===== src/rtl/arith_seq_if.sv =====
// Handshake and control bundle between the arith_seq sequencer and its external shift/add datapath.
// The sequencer takes the slave modport; the datapath or testbench side takes the master modport.
interface arith_seq_if;
    logic START;
    logic OP;
    logic MBIT;
    logic BORROW;
    logic BZERO;
    logic OPR_LD;
    logic OPR_SH;
    logic ACC_CLR;
    logic ACC_SH;
    logic ACC_WR;
    logic Q_SH;
    logic SERQ;
    logic BUSY;
    logic DONE;
    logic ERR;

    modport master (
        output START, OP, MBIT, BORROW, BZERO,
        input  OPR_LD, OPR_SH, ACC_CLR, ACC_SH, ACC_WR, Q_SH, SERQ, BUSY, DONE, ERR
    );

    modport slave (
        input  START, OP, MBIT, BORROW, BZERO,
        output OPR_LD, OPR_SH, ACC_CLR, ACC_SH, ACC_WR, Q_SH, SERQ, BUSY, DONE, ERR
    );
endinterface


===== src/rtl/arith_seq.sv =====
// arith_seq: control sequencer for an N-bit shift-add multiplier / restoring divider datapath.
// Divide is compiled in only when ARITH_SEQ_DIV_EN is defined; otherwise OP=1 finishes with ERR.
module arith_seq #(
    parameter int N = 8
) (
    input logic        CLK,
    input logic        RSTn,
    arith_seq_if.slave bus
);
    localparam int CW = $clog2(N + 1);

`ifdef ARITH_SEQ_DIV_EN
    localparam bit DIV_EN = 1'b1;
`else
    localparam bit DIV_EN = 1'b0;
`endif

    typedef enum logic [2:0] {IDLE, LOAD, SHIFT, EXEC, FIN} state_t;

    // Registered Moore strobes; exec qualifies the two Mealy outputs driven from the datapath flags.
    typedef struct packed {
        logic opr_ld;
        logic acc_clr;
        logic acc_sh;
        logic opr_sh;
        logic q_sh;
        logic exec;
        logic busy;
        logic done;
        logic err;
    } ctl_t;

    function automatic ctl_t decode(input state_t s, input logic div, input logic err);
        ctl_t c;
        c      = '0;
        c.busy = (s != IDLE);
        case (s)
            LOAD: begin
                c.opr_ld  = 1'b1;
                c.acc_clr = 1'b1;
            end
            SHIFT: c.acc_sh = 1'b1;
            EXEC: begin
                c.exec   = 1'b1;
                c.opr_sh = 1'b1;
                c.q_sh   = div;
            end
            FIN: begin
                c.done = 1'b1;
                c.err  = err;
            end
            default: ;
        endcase
        return c;
    endfunction

    state_t        state;
    logic [CW-1:0] cnt;
    logic          op_q;
    logic          bzero_q;
    ctl_t          ctl;

    logic div_op;
    logic bad_op;

    assign div_op = op_q & DIV_EN;
    assign bad_op = op_q & (~DIV_EN | bzero_q);

    // NOTE: outputs are registered from the destination state, so every strobe changes
    // exactly at the edge that enters its state, and all state updates use <=.
    always_ff @(posedge CLK or negedge RSTn) begin
        if (!RSTn) begin
            state   <= IDLE;
            cnt     <= '0;
            op_q    <= 1'b0;
            bzero_q <= 1'b0;
            ctl     <= '0;
        end else begin
            case (state)
                IDLE: begin
                    if (bus.START) begin
                        state   <= LOAD;
                        op_q    <= bus.OP;
                        bzero_q <= bus.BZERO & DIV_EN;
                        cnt     <= CW'(N);
                        ctl     <= decode(LOAD, 1'b0, 1'b0);
                    end
                end
                LOAD: begin
                    if (bad_op) begin
                        state <= FIN;
                        ctl   <= decode(FIN, 1'b0, 1'b1);
                    end else begin
                        state <= SHIFT;
                        ctl   <= decode(SHIFT, 1'b0, 1'b0);
                    end
                end
                SHIFT: begin
                    state <= EXEC;
                    ctl   <= decode(EXEC, div_op, 1'b0);
                end
                EXEC: begin
                    // Saturating count: the last iteration parks the counter at zero.
                    if (cnt <= CW'(1)) begin
                        cnt   <= '0;
                        state <= FIN;
                        ctl   <= decode(FIN, 1'b0, 1'b0);
                    end else begin
                        cnt   <= cnt - CW'(1);
                        state <= SHIFT;
                        ctl   <= decode(SHIFT, 1'b0, 1'b0);
                    end
                end
                FIN: begin
                    state <= IDLE;
                    ctl   <= decode(IDLE, 1'b0, 1'b0);
                end
                default: begin
                    state <= IDLE;
                    ctl   <= '0;
                end
            endcase
        end
    end

    assign bus.OPR_LD  = ctl.opr_ld;
    assign bus.ACC_CLR = ctl.acc_clr;
    assign bus.ACC_SH  = ctl.acc_sh;
    assign bus.OPR_SH  = ctl.opr_sh;
    assign bus.Q_SH    = ctl.q_sh;
    assign bus.BUSY    = ctl.busy;
    assign bus.DONE    = ctl.done;
    assign bus.ERR     = ctl.err;

    // NOTE: ACC_WR and SERQ follow MBIT/BORROW combinationally within EXEC; gating by the
    // reset-cleared exec bit keeps them low while RSTn is asserted.
    assign bus.ACC_WR = ctl.exec & (op_q ? (DIV_EN & ~bus.BORROW) : bus.MBIT);
    assign bus.SERQ   = ctl.exec & op_q & DIV_EN & ~bus.BORROW;

    a_no_sh_wr: assert property (@(posedge CLK) disable iff (!RSTn) !(bus.ACC_SH && bus.ACC_WR));
    a_done_pulse: assert property (@(posedge CLK) disable iff (!RSTn) bus.DONE |=> !bus.DONE);
    a_idle_quiet: assert property (@(posedge CLK) disable iff (!RSTn)
        !bus.BUSY |-> !(bus.OPR_LD || bus.ACC_CLR || bus.ACC_SH || bus.ACC_WR || bus.Q_SH));
endmodule


===== src/flat_wrapper.sv =====
// flat-port wrapper written by rule: the top's interface ports become plain ports
module arith_seq_flat 
#(
    parameter int N = 8
)
  (CLK, RSTn, bus_START, bus_OP, bus_MBIT, bus_BORROW, bus_BZERO, bus_OPR_LD, bus_OPR_SH, bus_ACC_CLR, bus_ACC_SH, bus_ACC_WR, bus_Q_SH, bus_SERQ, bus_BUSY, bus_DONE, bus_ERR);
  arith_seq_if bus_i ();
  input logic CLK;
  input logic RSTn;
  input wire logic [$bits(bus_i.START)-1:0] bus_START;
  input wire logic [$bits(bus_i.OP)-1:0] bus_OP;
  input wire logic [$bits(bus_i.MBIT)-1:0] bus_MBIT;
  input wire logic [$bits(bus_i.BORROW)-1:0] bus_BORROW;
  input wire logic [$bits(bus_i.BZERO)-1:0] bus_BZERO;
  output wire logic [$bits(bus_i.OPR_LD)-1:0] bus_OPR_LD;
  output wire logic [$bits(bus_i.OPR_SH)-1:0] bus_OPR_SH;
  output wire logic [$bits(bus_i.ACC_CLR)-1:0] bus_ACC_CLR;
  output wire logic [$bits(bus_i.ACC_SH)-1:0] bus_ACC_SH;
  output wire logic [$bits(bus_i.ACC_WR)-1:0] bus_ACC_WR;
  output wire logic [$bits(bus_i.Q_SH)-1:0] bus_Q_SH;
  output wire logic [$bits(bus_i.SERQ)-1:0] bus_SERQ;
  output wire logic [$bits(bus_i.BUSY)-1:0] bus_BUSY;
  output wire logic [$bits(bus_i.DONE)-1:0] bus_DONE;
  output wire logic [$bits(bus_i.ERR)-1:0] bus_ERR;
  assign bus_i.START = bus_START;
  assign bus_i.OP = bus_OP;
  assign bus_i.MBIT = bus_MBIT;
  assign bus_i.BORROW = bus_BORROW;
  assign bus_i.BZERO = bus_BZERO;
  assign bus_OPR_LD = bus_i.OPR_LD;
  assign bus_OPR_SH = bus_i.OPR_SH;
  assign bus_ACC_CLR = bus_i.ACC_CLR;
  assign bus_ACC_SH = bus_i.ACC_SH;
  assign bus_ACC_WR = bus_i.ACC_WR;
  assign bus_Q_SH = bus_i.Q_SH;
  assign bus_SERQ = bus_i.SERQ;
  assign bus_BUSY = bus_i.BUSY;
  assign bus_DONE = bus_i.DONE;
  assign bus_ERR = bus_i.ERR;
  arith_seq #(.N(N)) u_core (.CLK(CLK), .RSTn(RSTn), .bus(bus_i));
endmodule

===== config.mk =====
export PLATFORM = sky130hd
export DESIGN_NAME = arith_seq_flat
export DESIGN_NICKNAME = d
export VERILOG_FILES = /design/src/rtl/arith_seq_if.sv /design/src/rtl/arith_seq.sv /design/src/flat_wrapper.sv
export SDC_FILE = /design/constraint.sdc
export NUM_CORES = 1
export LEC_CHECK = 0
export CORE_MARGIN = 2
export CORE_UTILIZATION = 49
export DETAILED_ROUTE_END_ITERATION = 16
export PLACE_DENSITY = 0.91
export SYNTH_ARGS = -nofsm -noshare
export SYNTH_HDL_FRONTEND = slang
export SYNTH_SLANG_ARGS = --single-unit
export TNS_END_PERCENT = 1

===== constraint.sdc =====
create_clock -name CLK -period 3.74 [get_ports CLK]
set_input_delay 0.935 -clock CLK [delete_from_list [all_inputs] [get_ports CLK]]
set_output_delay 0.935 -clock CLK [all_outputs]
set_load 0.02 [all_outputs]

==> results of run 1 <==
[area by class of cell]
class / instances / area (µm²) / share of cell area
inverters: 5 / 18.77 / 0.02347
multi-input cells: 46 / 290.3 / 0.3631
repair buffers: 12 / 120.1 / 0.1502
flip-flops and latches: 13 / 325.3 / 0.4069
clock buffers: 4 / 26.28 / 0.03286
well taps: 15 / 18.77 / 0.02347
[registers in the layout (all words and copies together) (netlist names)]
signal	flops
u_core.bus.ACC_SH	1
u_core.bus.BUSY	1
u_core.state	3
u_core.bus.OPR_SH	1
u_core.bus.ACC_CLR	1
u_core.cnt	4
u_core.bad_op	1
u_core.bus.ERR	1
[worst register-to-register path, stage by stage, from the launching register on]
cell and delay [ns]:
dfrtp_1 0.51, or3b_1 0.44, a21o_1 0.19, a211o_1 0.30
[cells by family (layout without fill, tap and decap cells)]
| kind of cell | after synthesis | in the layout | share of synthesized area |
|---|---|---|---|
| AND/OR/NAND/NOR | 25 | 25 | 0.2026 |
| AO/OA/AOI/OAI | 15 | 15 | 0.1487 |
| flip-flops | 13 | 13 | 0.4833 |
| buffers and inverters | 11 | 21 | 0.09108 |
| adder cells (fa/ha/maj) | 2 | 2 | 0.03717 |
| multiplexers | 2 | 2 | 0.03160 |
| other | 1 | 2 | 0.005571 |
[where the power goes]
| group | switching [W] | total, W | internal, W |
|---|---|---|---|
| Sequential | 0.0000795 | 0.000278 | 0.000198 |
| Clock | 0.0000459 | 0.0000872 | 0.0000413 |
| Combinational | 0.000155 | 0.000303 | 0.000147 |
[routing by layer]
| layer | share of wire | track usage | up-vias | wire [µm] |
|---|---|---|---|---|
| met5 | 0 | 0 | - | 0 |
| met4 | 0.010 | 0.1250 | 0 | 14 |
| met3 | 0.035 | 0.04891 | 2 | 48 |
| met2 | 0.49 | 0.3008 | 15 | 662 |
| met1 | 0.47 | 0.2740 | 278 | 636 |
| li1 | - | - | 267 | - |
[final timing paths]
check | start | to | slack, ns | cells past startpoint
worst min register to register | u_core.bus.ACC_CLR | u_core.bus.ACC_CLR | 0.50 | 1
max in group asynchronous | RSTn | u_core.cnt[1] | 2.32 | 1
worst min-delay path | u_core.bus.ACC_CLR | u_core.bus.ACC_CLR | 0.50 | 1
min in group asynchronous | RSTn | u_core.bus.ERR | 1.03 | 1
worst max register to register | u_core.state[1] | u_core.cnt[2] | 2.20 | 3
worst max-delay path | bus_MBIT | bus_ACC_WR | 0.68 | 3
[cell usage in the layout (no fill, tap or decap), types with 2 or more instances in the layout]
cell / n
dfrtp_1: 13
clkdlybuf4s50_1: 12
nor3_1: 9
inv_1: 5
a21oi_1: 5
nor2_1: 4
nand2_1: 3
clkbuf_4: 3
nand3b_1: 2
ha_1: 2
conb_1: 2
[metrics by stage]
step | std cells | setup WS, ns | total power (W) | util
2_1_floorplan | 70 | 1.624 | 0.0004870 | -
3_3_place_gp | 91 | 0.6932 | 0.0005619 | 0.6018
3_5_place_dp | 91 | 0.6720 | 0.0005801 | 0.6018
4_1_cts | 95 | 0.6737 | 0.0006681 | 0.6222
5_1_grt | 95 | 0.6515 | 0.0007189 | 0.6222
6_report | 95 | 0.6843 | 0.0006676 | 0.6222
==> flow_summary.yaml, run 1 <==
outcome:
  outcome: "finished, final reports clean"
layout:
  n_antenna_cell: 0
  nFillCells: 112
  syn_to_final_growth_pct: 18.77
  fin_area_um2: 799.5
  nNetsFinal: 90
  drive_gt1_frac: 0.06250
yosys:
  syn_area_um2: 673.1
  synth_edf_count: 0
  ys_types: 30
  yosys-top-cells-count: "dfrtp_1 (13), nor3_1 (9), a21oi_1 (5), buf_4 (5), inv_1 (5)"
  yosysTopAreaCell: "dfrtp_1"
  ys.warnings.count: 0
  postSynthCellCount: 69
  synth_area_per_cell_um2: 9.756
  seq_area_frac_synth: 0.4833
  ys_seq_elements: 13
  synthTopCellsByArea: "dfrtp_1 (48%), nor3_1 (6.7%), buf_4 (5.6%)"
  async_flop_share: 1.000
  synth.most_common_cell: "dfrtp_1"
  ys.flop_type: "dfrtp_1"
  synth_top_area_share: 0.4833
setup_path:
  worst_path_most_repeated_cell: "clkdlybuf4s50_1"
  critPathMaxFanout: 1
  slowest_stage: "clkdlybuf4s50_1"
  crit_type: "input port to output pin"
  endpoint_kind: "output pin"
  start_kind: "input port"
  path_buf_inv: 2
  crit_path_max_incr_delay_ns: 0.60
  cp_top_family: "buffers and inverters"
  worst_ep_arrival_time_ns: 2.12
  cp_data_required_time_ns: 2.80
  crit_chain: "clkdlybuf4s50_1 -> and3_1 -> clkdlybuf4s50_1"
sta:
  slew_headroom: 0.6030
  finalSetupViolations: 0
  fmax_mhz: 327.3
  clock_skew_ns: 0.002578
  grt_setup_unrepaired: "no"
  slew_violations: 0
  hold_violations: 0
  period_needed_ns: 3.056
  worst_hold_slack_ns: 0.5049
  tightest_slew_ns: 0.5936
  finalSetupTns_ns: 0
  fin_crit_sh: 0.8170
die:
  die_y_um: 41.07
  coreArea_um2: 1285
  die_x_um: 41.07
  dieArea_um2: 1686
  num_rows: 13
  io_pins: 17
  start_util: 0.5239
clock_network:
  root_buffer: "clkbuf_4"
  cts-buffers-inserted: 3
  clock_path_buffers: 2
  cts.sinks: 13
  postCtsHoldBufs: 0
  cts-resized-gates: 0
  clk_pin_slew_ns: 0.08
  postCtsSetupRepairBufs: 0
  clock_latency_ns: 0.27
  cts_tree: "yes"
  h-tree-depth: 1
global_routing:
  grt_use_total: 0.2066
  antenna_found_initial: 0
  grt_start_max_net_pins: 14
  grt_pass1_vias: 464
  grt_pass1_wl_um: 2159
  grt-ovfl-total: 0
route:
  wirelength_um: 1362
  avgRoutedWirePerCell_um: 14.34
  via_count: 562
  drtIter0Drc: 16
  drtPass1Iterations: 4
  viasPerCell: 5.916
  ant_nets: 0
  drc: 0
run:
  maxCapViolCount: 0
placement:
  placed_area_um2: 773.2
  dp_hpwl_um: 953
  gp_congestion: 0.7745
  port_buffers: 12
power_and_ir_drop:
  peakVddDrop_mv: 0.4767
  p_per_area_nw_per_um2: 835.0
  p_leak_nw: 0.3545
min_path:
  min_path_type: "flop to flop"
(Power assumes the default switching activity.)
==> inputs of run 2 (changes only) <==
--- a/config.mk
+++ b/config.mk
@@ -6,9 +6,9 @@
 export NUM_CORES = 1
 export LEC_CHECK = 0
 export CORE_MARGIN = 2
-export CORE_UTILIZATION = 49
+export CORE_UTILIZATION = 41
 export DETAILED_ROUTE_END_ITERATION = 16
-export PLACE_DENSITY = 0.91
+export PLACE_DENSITY = 0.82
 export SYNTH_ARGS = -nofsm -noshare
 export SYNTH_HDL_FRONTEND = slang
 export SYNTH_SLANG_ARGS = --single-unit
==> constraint.sdc (replaced) <==
create_clock -name CLK -period 2.75 [get_ports CLK]
set_input_delay 0.6875 -clock CLK [delete_from_list [all_inputs] [get_ports CLK]]
set_output_delay 0.6875 -clock CLK [all_outputs]
set_load 0.02 [all_outputs]
==> flow_summary.yaml, run 2 (synthesis results as in run 1) <==
global_routing:
  top_usage_layer: "met2"
  grt_start_max_net_pins: 14
  gr-usage-met3: 0.02449
  grt_use_total: 0.1542
  grt_pass1_wl_um: 2180
  use_met1: 0.2005
  grt_util_met2: 0.2232
  antenna_found_initial: 0
  grt-ovfl-total: 0
  grt_pass1_vias: 507
setup_path:
  cp_data_required_time_ns: 2.06
  worst-r2r-setup-slack_ns: 1.24
  critPathMaxFanout: 1
  worst_ep_arrival_time_ns: 1.88
  endpoint_kind: "output pin"
  crit_type: "input port to output pin"
  rr_worst_depth: 3
  r2r_end: "u_core.cnt[2]"
  reg2reg_from: "u_core.state[1]"
  start_kind: "input port"
power_and_ir_drop:
  clock_power_share: 0.132
  power_frac_comb: 0.448
  peakVddDrop_mv: 0.4892
  p_switching_w: 0.0003683
  p_leak_nw: 0.3545
  seqPwrFrac: 0.421
  p_per_area_nw_per_um2: 1116
  cell_internal_pwr_w: 0.0005251
  p_sw_frac: 0.4122
route:
  via_count: 544
  wirelength_um: 1231
  viasPerCell: 5.667
  ant_nets: 0
  drtIter0Drc: 10
  avgRoutedWirePerCell_um: 12.82
  drtPass1Iterations: 4
  drc: 0
clock_network:
  clk_pin_slew_ns: 0.08
  postCtsHoldBufs: 0
  clock_path_buffers: 2
  root_buffer: "clkbuf_4"
  clock_latency_ns: 0.28
  h-tree-depth: 1
  cts-resized-gates: 0
  postCtsSetupRepairBufs: 0
  cts_tree: "yes"
  cts.sinks: 13
  cts-buffers-inserted: 3
layout:
  stdcell_count: 96
  largest_register: "u_core.cnt"
  fin_area_um2: 800.8
  drive_gt1_frac: 0.06250
  layout.cells.most_common: "dfrtp_1"
  multi_input_area_um2: 290.3
  nFillCells: 142
  n_antenna_cell: 0
  largest_register_ffs: 4
  seq_area_um2: 325.3
  syn_to_final_growth_pct: 18.96
  final_cell_mix: "dfrtp_1 (13), clkdlybuf4s50_1 (12), nor3_1 (9)"
  nNetsFinal: 90
  reg_top3: "u_core.cnt (4), u_core.state (3)"
sta:
  clock_skew_ns: 0.002940
  finalSetupViolations: 0
  finalSetupTns_ns: 0
  fin_crit_sh: 0.9330
  period_needed_ns: 2.566
  grt_setup_unrepaired: "no"
  slew_violations: 0
  slew_headroom: 0.6146
  hold_violations: 0
  fmax_mhz: 389.7
  tightest_slew_ns: 0.5763
die:
  io_pins: 17
  coreArea_um2: 1524
  die_y_um: 44.52
  num_rows: 14
  die_x_um: 44.52
  dieArea_um2: 1982
  start_util: 0.4417
placement:
  placed_area_um2: 774.5
  gp_congestion: 0.7162
  placedCellCount: 92
  port_buffers: 12
  dp_hpwl_um: 873.5
min_path:
  min_path_type: "flop to flop"
  min_delay_path_depth: 1
  hp-start: "u_core.bus.ACC_CLR"
  worstHoldEndpoint: "u_core.bus.ACC_CLR"
outcome:
  outcome: "finished, final reports clean"
run:
  maxCapViolCount: 0
-- run 2: cell counts in the layout (fill, tap and decap cells not counted) --
Identical to the previous run, type by type.
-- run 2: cell type report --
type | count | share of cell area
timing repair buffer | 12 | 0.1500
multi-input combinational | 46 | 0.3625
clock buffer | 4 | 0.03281
tap | 16 | 0.02500
inverter | 5 | 0.02344
sequential | 13 | 0.4063
-- run 2: power groups by stage --
stage | sequential [W] | clock (W) | combinational, W
after global routing | 0.000396 | 0.000130 | 0.000453
after floorplan | 0.000362 | 0 | 0.000300
after global placement | 0.000374 | 0 | 0.000392
final | 0.000376 | 0.000118 | 0.000400
after detailed placement | 0.000380 | 0 | 0.000404
after CTS | 0.000376 | 0.000125 | 0.000406
-- run 2: stage by stage --
step | util | worst slack (ns) | total power, W | hold slack, ns
after floorplan | - | 1.129 | 0.0006623 | 0.3919
after global placement | 0.5082 | 0.1967 | 0.0007659 | 0.4829
after detailed placement | 0.5082 | 0.1766 | 0.0007846 | 0.4943
after CTS | 0.5255 | 0.1773 | 0.0009072 | 0.5145
after global routing | 0.5255 | 0.1472 | 0.0009784 | 0.5443
final | 0.5255 | 0.1842 | 0.0008934 | 0.5068
-- run 2: routing by layer --
metal | part of all wire | wire (µm) | up-vias
met2 | 0.49 | 604 | 10
met1 | 0.45 | 549 | 268
li1 | - | - | 262
met3 | 0.040 | 49 | 4
met5 | 0 | 0 | -
met4 | 0.022 | 27 | 0
-- run 2: critical path: stages --
cell and delay (ns):
clkdlybuf4s50_1 0.44, and3_1 0.15, clkdlybuf4s50_1 0.60
-- run 2: how the worst max path moves through the flow --
| stage | startpoint | to | slack (ns) | depth (start not counted) |
|---|---|---|---|---|
| floorplan | bus_MBIT | bus_ACC_WR | 1.13 | 1 |
| global placement | bus_MBIT | bus_ACC_WR | 0.20 | 3 |
| detailed placement | bus_MBIT | bus_ACC_WR | 0.18 | 3 |
| CTS | bus_MBIT | bus_ACC_WR | 0.18 | 3 |
| global route | bus_MBIT | bus_ACC_WR | 0.15 | 3 |
| finish | bus_MBIT | bus_ACC_WR | 0.18 | 3 |
